<file path="config.mk">
export PLATFORM = sky130hd
export DESIGN_NAME = mem_port_arbiter_flat
export DESIGN_NICKNAME = d
export VERILOG_FILES = /design/src/rtl/mem_port_arbiter_if.sv /design/src/rtl/mem_port_arbiter.sv /design/src/flat_wrapper.sv
export SDC_FILE = /design/constraint.sdc
export NUM_CORES = 1
export LEC_CHECK = 0
export BUFFER_PORTS_ARGS = -buffer_cell sky130_fd_sc_hd__buf_2
export CORE_AREA = 2 2 106 108
export DETAILED_ROUTE_END_ITERATION = 6
export DIE_AREA = 0 0 108 110
export PLACE_DENSITY = 0.53
export SKIP_CTS_REPAIR_TIMING = 1
export SYNTH_ARGS = -nofsm -noshare
export SYNTH_HDL_FRONTEND = slang
export SYNTH_SLANG_ARGS = --single-unit
export TNS_END_PERCENT = 10
</file>
<file path="constraint.sdc">
create_clock -name clk -period 2.4 [get_ports clk]
set_input_delay 0.48 -clock clk [delete_from_list [all_inputs] [get_ports clk]]
set_output_delay 0.48 -clock clk [all_outputs]
set_load 0.02 [all_outputs]
</file>
<file path="src/rtl/mem_port_arbiter_if.sv">
// rtl/mem_port_arbiter_if.sv - fetch/data request, response and shared-memory signal bundle
interface mem_port_arbiter_if;
    // Instruction-fetch port
    logic        if_req_valid;
    logic [31:0] if_req_addr;
    logic        if_req_ready;
    logic        if_resp_valid;
    logic [31:0] if_resp_rdata;

    // Data (load/store) port
    logic        d_req_valid;
    logic        d_req_we;
    logic [3:0]  d_req_be;
    logic [31:0] d_req_addr;
    logic [31:0] d_req_wdata;
    logic        d_req_ready;
    logic        d_resp_valid;
    logic [31:0] d_resp_rdata;

    // Shared single-port RAM
    logic [31:0] mem_addr;
    logic [31:0] mem_wdata;
    logic        mem_we;
    logic [3:0]  mem_be;
    logic [31:0] mem_rdata;

    // Arbiter side
    modport slave (
        input  if_req_valid,
        input  if_req_addr,
        output if_req_ready,
        output if_resp_valid,
        output if_resp_rdata,
        input  d_req_valid,
        input  d_req_we,
        input  d_req_be,
        input  d_req_addr,
        input  d_req_wdata,
        output d_req_ready,
        output d_resp_valid,
        output d_resp_rdata,
        output mem_addr,
        output mem_wdata,
        output mem_we,
        output mem_be,
        input  mem_rdata
    );

    // Pipeline stages plus memory instance side
    modport master (
        output if_req_valid,
        output if_req_addr,
        input  if_req_ready,
        input  if_resp_valid,
        input  if_resp_rdata,
        output d_req_valid,
        output d_req_we,
        output d_req_be,
        output d_req_addr,
        output d_req_wdata,
        input  d_req_ready,
        input  d_resp_valid,
        input  d_resp_rdata,
        input  mem_addr,
        input  mem_wdata,
        input  mem_we,
        input  mem_be,
        output mem_rdata
    );
endinterface

</file>
<file path="src/rtl/mem_port_arbiter.sv">
// rtl/mem_port_arbiter.sv - fetch/data arbiter in front of one single-port synchronous RAM
module mem_port_arbiter #(
    parameter int MAX_DSTREAK = 4
) (
    input  logic              clk,
    input  logic              rst,
    mem_port_arbiter_if.slave bus_if
);
    // Streak counter counts 0..MAX_DSTREAK inclusive.
    localparam int              SW         = $clog2(MAX_DSTREAK + 1);
    localparam logic [SW-1:0]   STREAK_MAX = SW'(MAX_DSTREAK);
    localparam logic [SW-1:0]   STREAK_ONE = SW'(1);

    logic [SW-1:0] streak_q;
    logic [SW-1:0] streak_d;
    logic          if_resp_q;
    logic          if_resp_d;
    logic          d_resp_q;
    logic          d_resp_d;

    logic          fetch_starved;
    logic          d_grant;
    logic          if_grant;

    // Data wins unless fetch has waited through a full streak of data grants.
    always_comb begin
        fetch_starved = bus_if.if_req_valid && (streak_q == STREAK_MAX);
        d_grant       = bus_if.d_req_valid && !fetch_starved && !rst;
        if_grant      = bus_if.if_req_valid && !d_grant && !rst;
    end

    assign bus_if.d_req_ready  = d_grant;
    assign bus_if.if_req_ready = if_grant;

    // Steer the granted request onto the memory port; idle port drives all zeros.
    always_comb begin
        bus_if.mem_addr  = 32'h0;
        bus_if.mem_wdata = 32'h0;
        bus_if.mem_be    = 4'h0;
        bus_if.mem_we    = 1'b0;
        if (d_grant) begin
            bus_if.mem_addr  = bus_if.d_req_addr;
            bus_if.mem_wdata = bus_if.d_req_wdata;
            bus_if.mem_be    = bus_if.d_req_be;
            bus_if.mem_we    = bus_if.d_req_we;
        end else if (if_grant) begin
            bus_if.mem_addr  = bus_if.if_req_addr;
        end
    end

    // Next-state: response owner flags follow the grant; streak tracks data wins while fetch waits.
    always_comb begin
        if_resp_d = if_grant;
        d_resp_d  = d_grant;
        streak_d  = streak_q;
        if (if_grant || !bus_if.if_req_valid) begin
            streak_d = '0;
        end else if (d_grant && (streak_q != STREAK_MAX)) begin
            streak_d = streak_q + STREAK_ONE;
        end
    end

    // State registers with synchronous reset.
    always_ff @(posedge clk) begin
        if (rst) begin
            streak_q  <= '0;
            if_resp_q <= 1'b0;
            d_resp_q  <= 1'b0;
        end else begin
            streak_q  <= streak_d;
            if_resp_q <= if_resp_d;
            d_resp_q  <= d_resp_d;
        end
    end

    // A grant made just before reset must not surface as a response during the reset cycle.
    assign bus_if.if_resp_valid = if_resp_q && !rst;
    assign bus_if.d_resp_valid  = d_resp_q && !rst;

    // Memory read data is already registered inside the RAM; both ports see it directly.
    assign bus_if.if_resp_rdata = bus_if.mem_rdata;
    assign bus_if.d_resp_rdata  = bus_if.mem_rdata;
endmodule

</file>
<file path="src/flat_wrapper.sv">
// flat-port wrapper written by rule: the top's interface ports become plain ports
module mem_port_arbiter_flat 
#(
    parameter int MAX_DSTREAK = 4
)
  (clk, rst, bus_if_if_req_valid, bus_if_if_req_addr, bus_if_if_req_ready, bus_if_if_resp_valid, bus_if_if_resp_rdata, bus_if_d_req_valid, bus_if_d_req_we, bus_if_d_req_be, bus_if_d_req_addr, bus_if_d_req_wdata, bus_if_d_req_ready, bus_if_d_resp_valid, bus_if_d_resp_rdata, bus_if_mem_addr, bus_if_mem_wdata, bus_if_mem_we, bus_if_mem_be, bus_if_mem_rdata);
  mem_port_arbiter_if bus_if_i ();
  input  logic clk;
  input  logic rst;
  input wire logic [$bits(bus_if_i.if_req_valid)-1:0] bus_if_if_req_valid;
  input wire logic [$bits(bus_if_i.if_req_addr)-1:0] bus_if_if_req_addr;
  output wire logic [$bits(bus_if_i.if_req_ready)-1:0] bus_if_if_req_ready;
  output wire logic [$bits(bus_if_i.if_resp_valid)-1:0] bus_if_if_resp_valid;
  output wire logic [$bits(bus_if_i.if_resp_rdata)-1:0] bus_if_if_resp_rdata;
  input wire logic [$bits(bus_if_i.d_req_valid)-1:0] bus_if_d_req_valid;
  input wire logic [$bits(bus_if_i.d_req_we)-1:0] bus_if_d_req_we;
  input wire logic [$bits(bus_if_i.d_req_be)-1:0] bus_if_d_req_be;
  input wire logic [$bits(bus_if_i.d_req_addr)-1:0] bus_if_d_req_addr;
  input wire logic [$bits(bus_if_i.d_req_wdata)-1:0] bus_if_d_req_wdata;
  output wire logic [$bits(bus_if_i.d_req_ready)-1:0] bus_if_d_req_ready;
  output wire logic [$bits(bus_if_i.d_resp_valid)-1:0] bus_if_d_resp_valid;
  output wire logic [$bits(bus_if_i.d_resp_rdata)-1:0] bus_if_d_resp_rdata;
  output wire logic [$bits(bus_if_i.mem_addr)-1:0] bus_if_mem_addr;
  output wire logic [$bits(bus_if_i.mem_wdata)-1:0] bus_if_mem_wdata;
  output wire logic [$bits(bus_if_i.mem_we)-1:0] bus_if_mem_we;
  output wire logic [$bits(bus_if_i.mem_be)-1:0] bus_if_mem_be;
  input wire logic [$bits(bus_if_i.mem_rdata)-1:0] bus_if_mem_rdata;
  assign bus_if_i.if_req_valid = bus_if_if_req_valid;
  assign bus_if_i.if_req_addr = bus_if_if_req_addr;
  assign bus_if_if_req_ready = bus_if_i.if_req_ready;
  assign bus_if_if_resp_valid = bus_if_i.if_resp_valid;
  assign bus_if_if_resp_rdata = bus_if_i.if_resp_rdata;
  assign bus_if_i.d_req_valid = bus_if_d_req_valid;
  assign bus_if_i.d_req_we = bus_if_d_req_we;
  assign bus_if_i.d_req_be = bus_if_d_req_be;
  assign bus_if_i.d_req_addr = bus_if_d_req_addr;
  assign bus_if_i.d_req_wdata = bus_if_d_req_wdata;
  assign bus_if_d_req_ready = bus_if_i.d_req_ready;
  assign bus_if_d_resp_valid = bus_if_i.d_resp_valid;
  assign bus_if_d_resp_rdata = bus_if_i.d_resp_rdata;
  assign bus_if_mem_addr = bus_if_i.mem_addr;
  assign bus_if_mem_wdata = bus_if_i.mem_wdata;
  assign bus_if_mem_we = bus_if_i.mem_we;
  assign bus_if_mem_be = bus_if_i.mem_be;
  assign bus_if_i.mem_rdata = bus_if_mem_rdata;
  mem_port_arbiter #(.MAX_DSTREAK(MAX_DSTREAK)) u_core (.clk(clk), .rst(rst), .bus_if(bus_if_i));
endmodule
</file>
==> results.md <==
- The flow ran to the end, and the final reports show no timing, DRC or antenna violations.
- The area enclosed by the die boundary is 0.0119 sq mm.
- The flip-flop and latch area is 100 sq um.
- The post-synthesis average cell area is 8.03 sq um.
- The pin slew with the least headroom to its limit is 0.341 ns.
- The beginning of the worst register-to-register path is u_core.streak_q[0].
- The sequential-to-total area share from yosys stat is 0.0494.
- The number of I/O pins is 274.
- The post-synthesis instance area is 0.00202 sq mm.
- The share of total power dissipated in combinational logic is 0.617.
- For this design the static power due to leakage is 1.41 nW.
- Counting distinct cell types in the post-synthesis netlist gives 22.
- The net switching component of the power is 248 uW.
- The core region is 0.0107 sq mm.
- The height of the die is 110 microns.
- Synthesis produced a netlist with a net count of 391.
- For this configuration, the core starts out at a cell density of 0.189.
- The number of cells on the worst reg-to-reg path is 5.
- The portion of netlist area occupied by mux cells is 0.
- The multi-input combinational cells in the finished layout cover a total of 0.00125 sq mm.
- By area the synthesized netlist is led by sky130_fd_sc_hd__buf_4 24%, sky130_fd_sc_hd__nand3b_1 24%, sky130_fd_sc_hd__o22ai_2 19%.
- For this run, the leading register cell type out of synthesis is sky130_fd_sc_hd__dfxtp_1.
- The shortest period the worst path allows is 2.20 ns.
- The capturing point of the worst reg2reg path is u_core.streak_q[0].
- Timing would allow up to 0.455 GHz.
- The global-route wire length before repair is 9.49 mm.
- The number of buffers and inverters on the critical path is 3.
- The number of remaining DRC errors is 0.
- The share of post-route cells with drive strength above 1 is 0.639.
- The global router's overall resource usage is 0.0994.
- Input and output buffers added on the ports amount to 177.
- The fraction of the mapped netlist area in simple logic gates is 0.398.
- Of the total synthesized cell area, the portion taken by XOR and XNOR cells is 0.
- Of the total synthesized cell area, the portion taken by full adders, half adders and majority gates is 0.0124.
- The via count of the first global-routing pass came to 1931.
- Entering global routing, the biggest net connects 43 pins.
- The largest voltage drop on the vdd net is 0.0982 mV.
- Global routing finished with a remaining overflow of 0.
- The worst hold path terminates at u_core.streak_q[0].
- The startpoint type of the worst setup path is a flip-flop.
- The growth of design area from synthesis to finish is 26.1%.
- Summing over every cut layer, the via total after detailed routing is 2142.
- The cell area reported after detailed placement is 0.00250 sq mm.
- The count of mapped cells out of synthesis is 252.
- Traced cell by cell, the critical path runs through inv_1 > ha_1 > a21boi_4 > buf_4 > o22ai_2 > buf_2.
- For this design, the slowest cell found on the critical path is sky130_fd_sc_hd__dfxtp_1.
- For the worst-skew pair, the clock arrives at the later sink with an insertion delay of 0.22 ns.
- The HPWL after detailed placement is 5.22 mm.
- The worst min-delay path class is reg -> reg.
- In the synthesized netlist the async set-or-reset flop fraction comes to 0.
- At the end of routability-driven placement, the weighted congestion stood at 0.645.
- The final number of max-transition violations came to 0.
- The finished layout holds 489 standard cells, fillers aside.
- The tree is rooted in a sky130_fd_sc_hd__clkbuf_8.
- The Yosys step of the flow raised 0 warnings.
- The leading area contributor after synthesis is sky130_fd_sc_hd__buf_4.
- The number of cells after detailed placement is 485.
- After detailed routing, the total wire length is 6.57 mm.
- The initial detailed-routing violation count is 112.
- The main combinational cell family by area after synthesis is simple AND/OR/NAND/NOR gates.
- The tool flagged a number of max-cap violations equal to 0.
- At the worst endpoint, the arrival time is 1.72 ns.
- The largest single stage delay on the critical path is 0.34 ns.
- The initial antenna violation count came to 0.
- The count of nets left with antenna violations once routing finished came out at 0.
- Headroom to the max-slew limit came out at 0.772.
- The part of the total power dissipated in sequential elements is 0.139.
- The top fanout value on the critical path is 22.
- The number of clock buffers inserted by TritonCTS is 3.
- The number of iterations in the first detailed-routing pass is 4.
- The data required time at the worst endpoint is 1.92 ns.
- CTS saw 5 sinks.
- The number of cell rows is 38.
- The design internal power is 380 uW.
- The H-tree level count is 1.
- The final worst clock skew is 0.000973 ns.
- The number of endpoints with negative hold slack in the final report came to 0.
- The family with the most delay on the worst path is buffers and inverters.
- The fraction of the core area covered by cells at the end of the flow is 0.239.
- The routed via count divided by cell count is 4.38.
- The die boundary width is 108 microns.
- The switching share of power is 0.395.
- The clock network fraction of design power is 0.245.
- The cell count of the worst hold path is 1.
- The net total in the final layout is 489.
- The post-synthesis compound-gate area fraction came to 0.206.
- Of the available clock period, the critical path in the final layout requires 0.916.
- Counting flops and latches in the post-synthesis netlist gives 5.
- The final design area excluding fillers is 0.00255 sq mm.
- The post-detailed-route wirelength per cell is 13.4 microns.
- Clock-pin slew was measured on the worst setup and hold paths at 0.04 ns.
- The number of antenna diodes in the final layout is 0.
- The critical path is of the reg -> out type.
- The CTS tree is yes.
- The number of flops mapped to enable cells by yosys is 0.
- The power density of the placed cells is 246 mW/mm^2.
- The setup check on the worst reg-to-reg path leaves a slack of 0.88 ns.
- Sorting the synthesized cells by how often they occur yields 64 x sky130_fd_sc_hd__buf_4, 64 x sky130_fd_sc_hd__nand3b_1, 38 x sky130_fd_sc_hd__and3_1.
- The share of synthesized area in the top cell type comes to 0.237.
- Setup repair after global routing left no endpoint under its margin.
- Counting along the longest clock path gives a buffer depth of 2.
- The launch instance of the worst min-delay path is u_core.streak_q[0].
- The worst setup path is captured at a primary output.
- Counting the fill cells in the layout gives 1169.
- Adding up every negative setup slack in the final design gives 0 ns.
- The setup violation total in the final timing report is 0.
==> flip-flops by register name (all words and copies together), names as in the netlist <==
signal,flops
u_core.streak_q,3
u_core.if_resp_q,1
u_core.d_resp_q,1
==> cell type report <==
type	count	area share
tap	140	0.0686
timing repair buffer	187	0.381
clock buffer	4	0.0176
multi-input combinational	151	0.490
sequential	5	0.0392
inverter	2	0.00294
==> metrics by stage <==
step | power (mW) | hold WS [ns] | setup slack, ns
4_1_cts | 0.637 | 0.460 | 0.0926
2_1_floorplan | 0.477 | 0.426 | 0.570
6_report | 0.628 | 0.460 | 0.201
5_1_grt | 0.676 | 0.499 | 0.0529
3_3_place_gp | 0.471 | 0.436 | 0.318
3_5_place_dp | 0.477 | 0.456 | 0.285
==> worst max path at each step <==
stage,start,to,slack [ns],cells past startpoint
finish,u_core.streak_q[0],bus_if_mem_addr[5],0.20,6
global route,u_core.streak_q[0],bus_if_mem_addr[22],0.05,6
floorplan,u_core.streak_q[0],bus_if_mem_addr[10],0.57,6
global placement,bus_if_d_req_valid,bus_if_mem_addr[5],0.32,5
detailed placement,bus_if_d_req_valid,bus_if_mem_addr[5],0.29,5
CTS,u_core.streak_q[0],bus_if_mem_addr[26],0.09,6
==> power groups by stage <==
stage                     clock (mW)  sequential (mW)  combinational (mW)
after CTS                      0.160           0.0870               0.390
after global placement             0           0.0881               0.383
after detailed placement           0           0.0882               0.389
after global routing           0.171           0.0872               0.418
final                          0.154           0.0869               0.387
after floorplan                    0           0.0880               0.389
==> cell usage in the layout (no fill, tap or decap) <==
| master | n |
|---|---|
| sky130_fd_sc_hd__nor2b_1 | 3 |
| sky130_fd_sc_hd__a21boi_4 | 1 |
| sky130_fd_sc_hd__nor3b_1 | 2 |
| sky130_fd_sc_hd__dfxtp_1 | 5 |
| sky130_fd_sc_hd__buf_4 | 9 |
| sky130_fd_sc_hd__and3_4 | 1 |
| sky130_fd_sc_hd__ha_1 | 2 |
| sky130_fd_sc_hd__clkbuf_8 | 3 |
| sky130_fd_sc_hd__o211a_1 | 1 |
| sky130_fd_sc_hd__nand3_2 | 1 |
| sky130_fd_sc_hd__o22ai_1 | 2 |
| sky130_fd_sc_hd__buf_12 | 1 |
| sky130_fd_sc_hd__o22ai_2 | 30 |
| sky130_fd_sc_hd__nand3b_1 | 64 |
| sky130_fd_sc_hd__and3_1 | 37 |
| sky130_fd_sc_hd__buf_2 | 177 |
| sky130_fd_sc_hd__and2b_1 | 1 |
| sky130_fd_sc_hd__clkbuf_1 | 1 |
| sky130_fd_sc_hd__and4b_1 | 1 |
| sky130_fd_sc_hd__nand2b_1 | 1 |
| sky130_fd_sc_hd__nor2_1 | 2 |
| sky130_fd_sc_hd__inv_1 | 2 |
| sky130_fd_sc_hd__and2_1 | 2 |
==> kinds of logic after synthesis <==
family / count (synthesis)
AOI/OAI and AO/OA: 34
adders and majority gates: 2
buffers and inverters: 96
DFF: 5
and+or+nand+nor: 115
==> layer usage <==
layer	routed length, microns	GRT usage
met5	0	0
met4	107	0.0449
met3	588	0.0235
met2	3170	0.168
met1	2710	0.120
No activity file was read; power rests on OpenSTA's default activity.
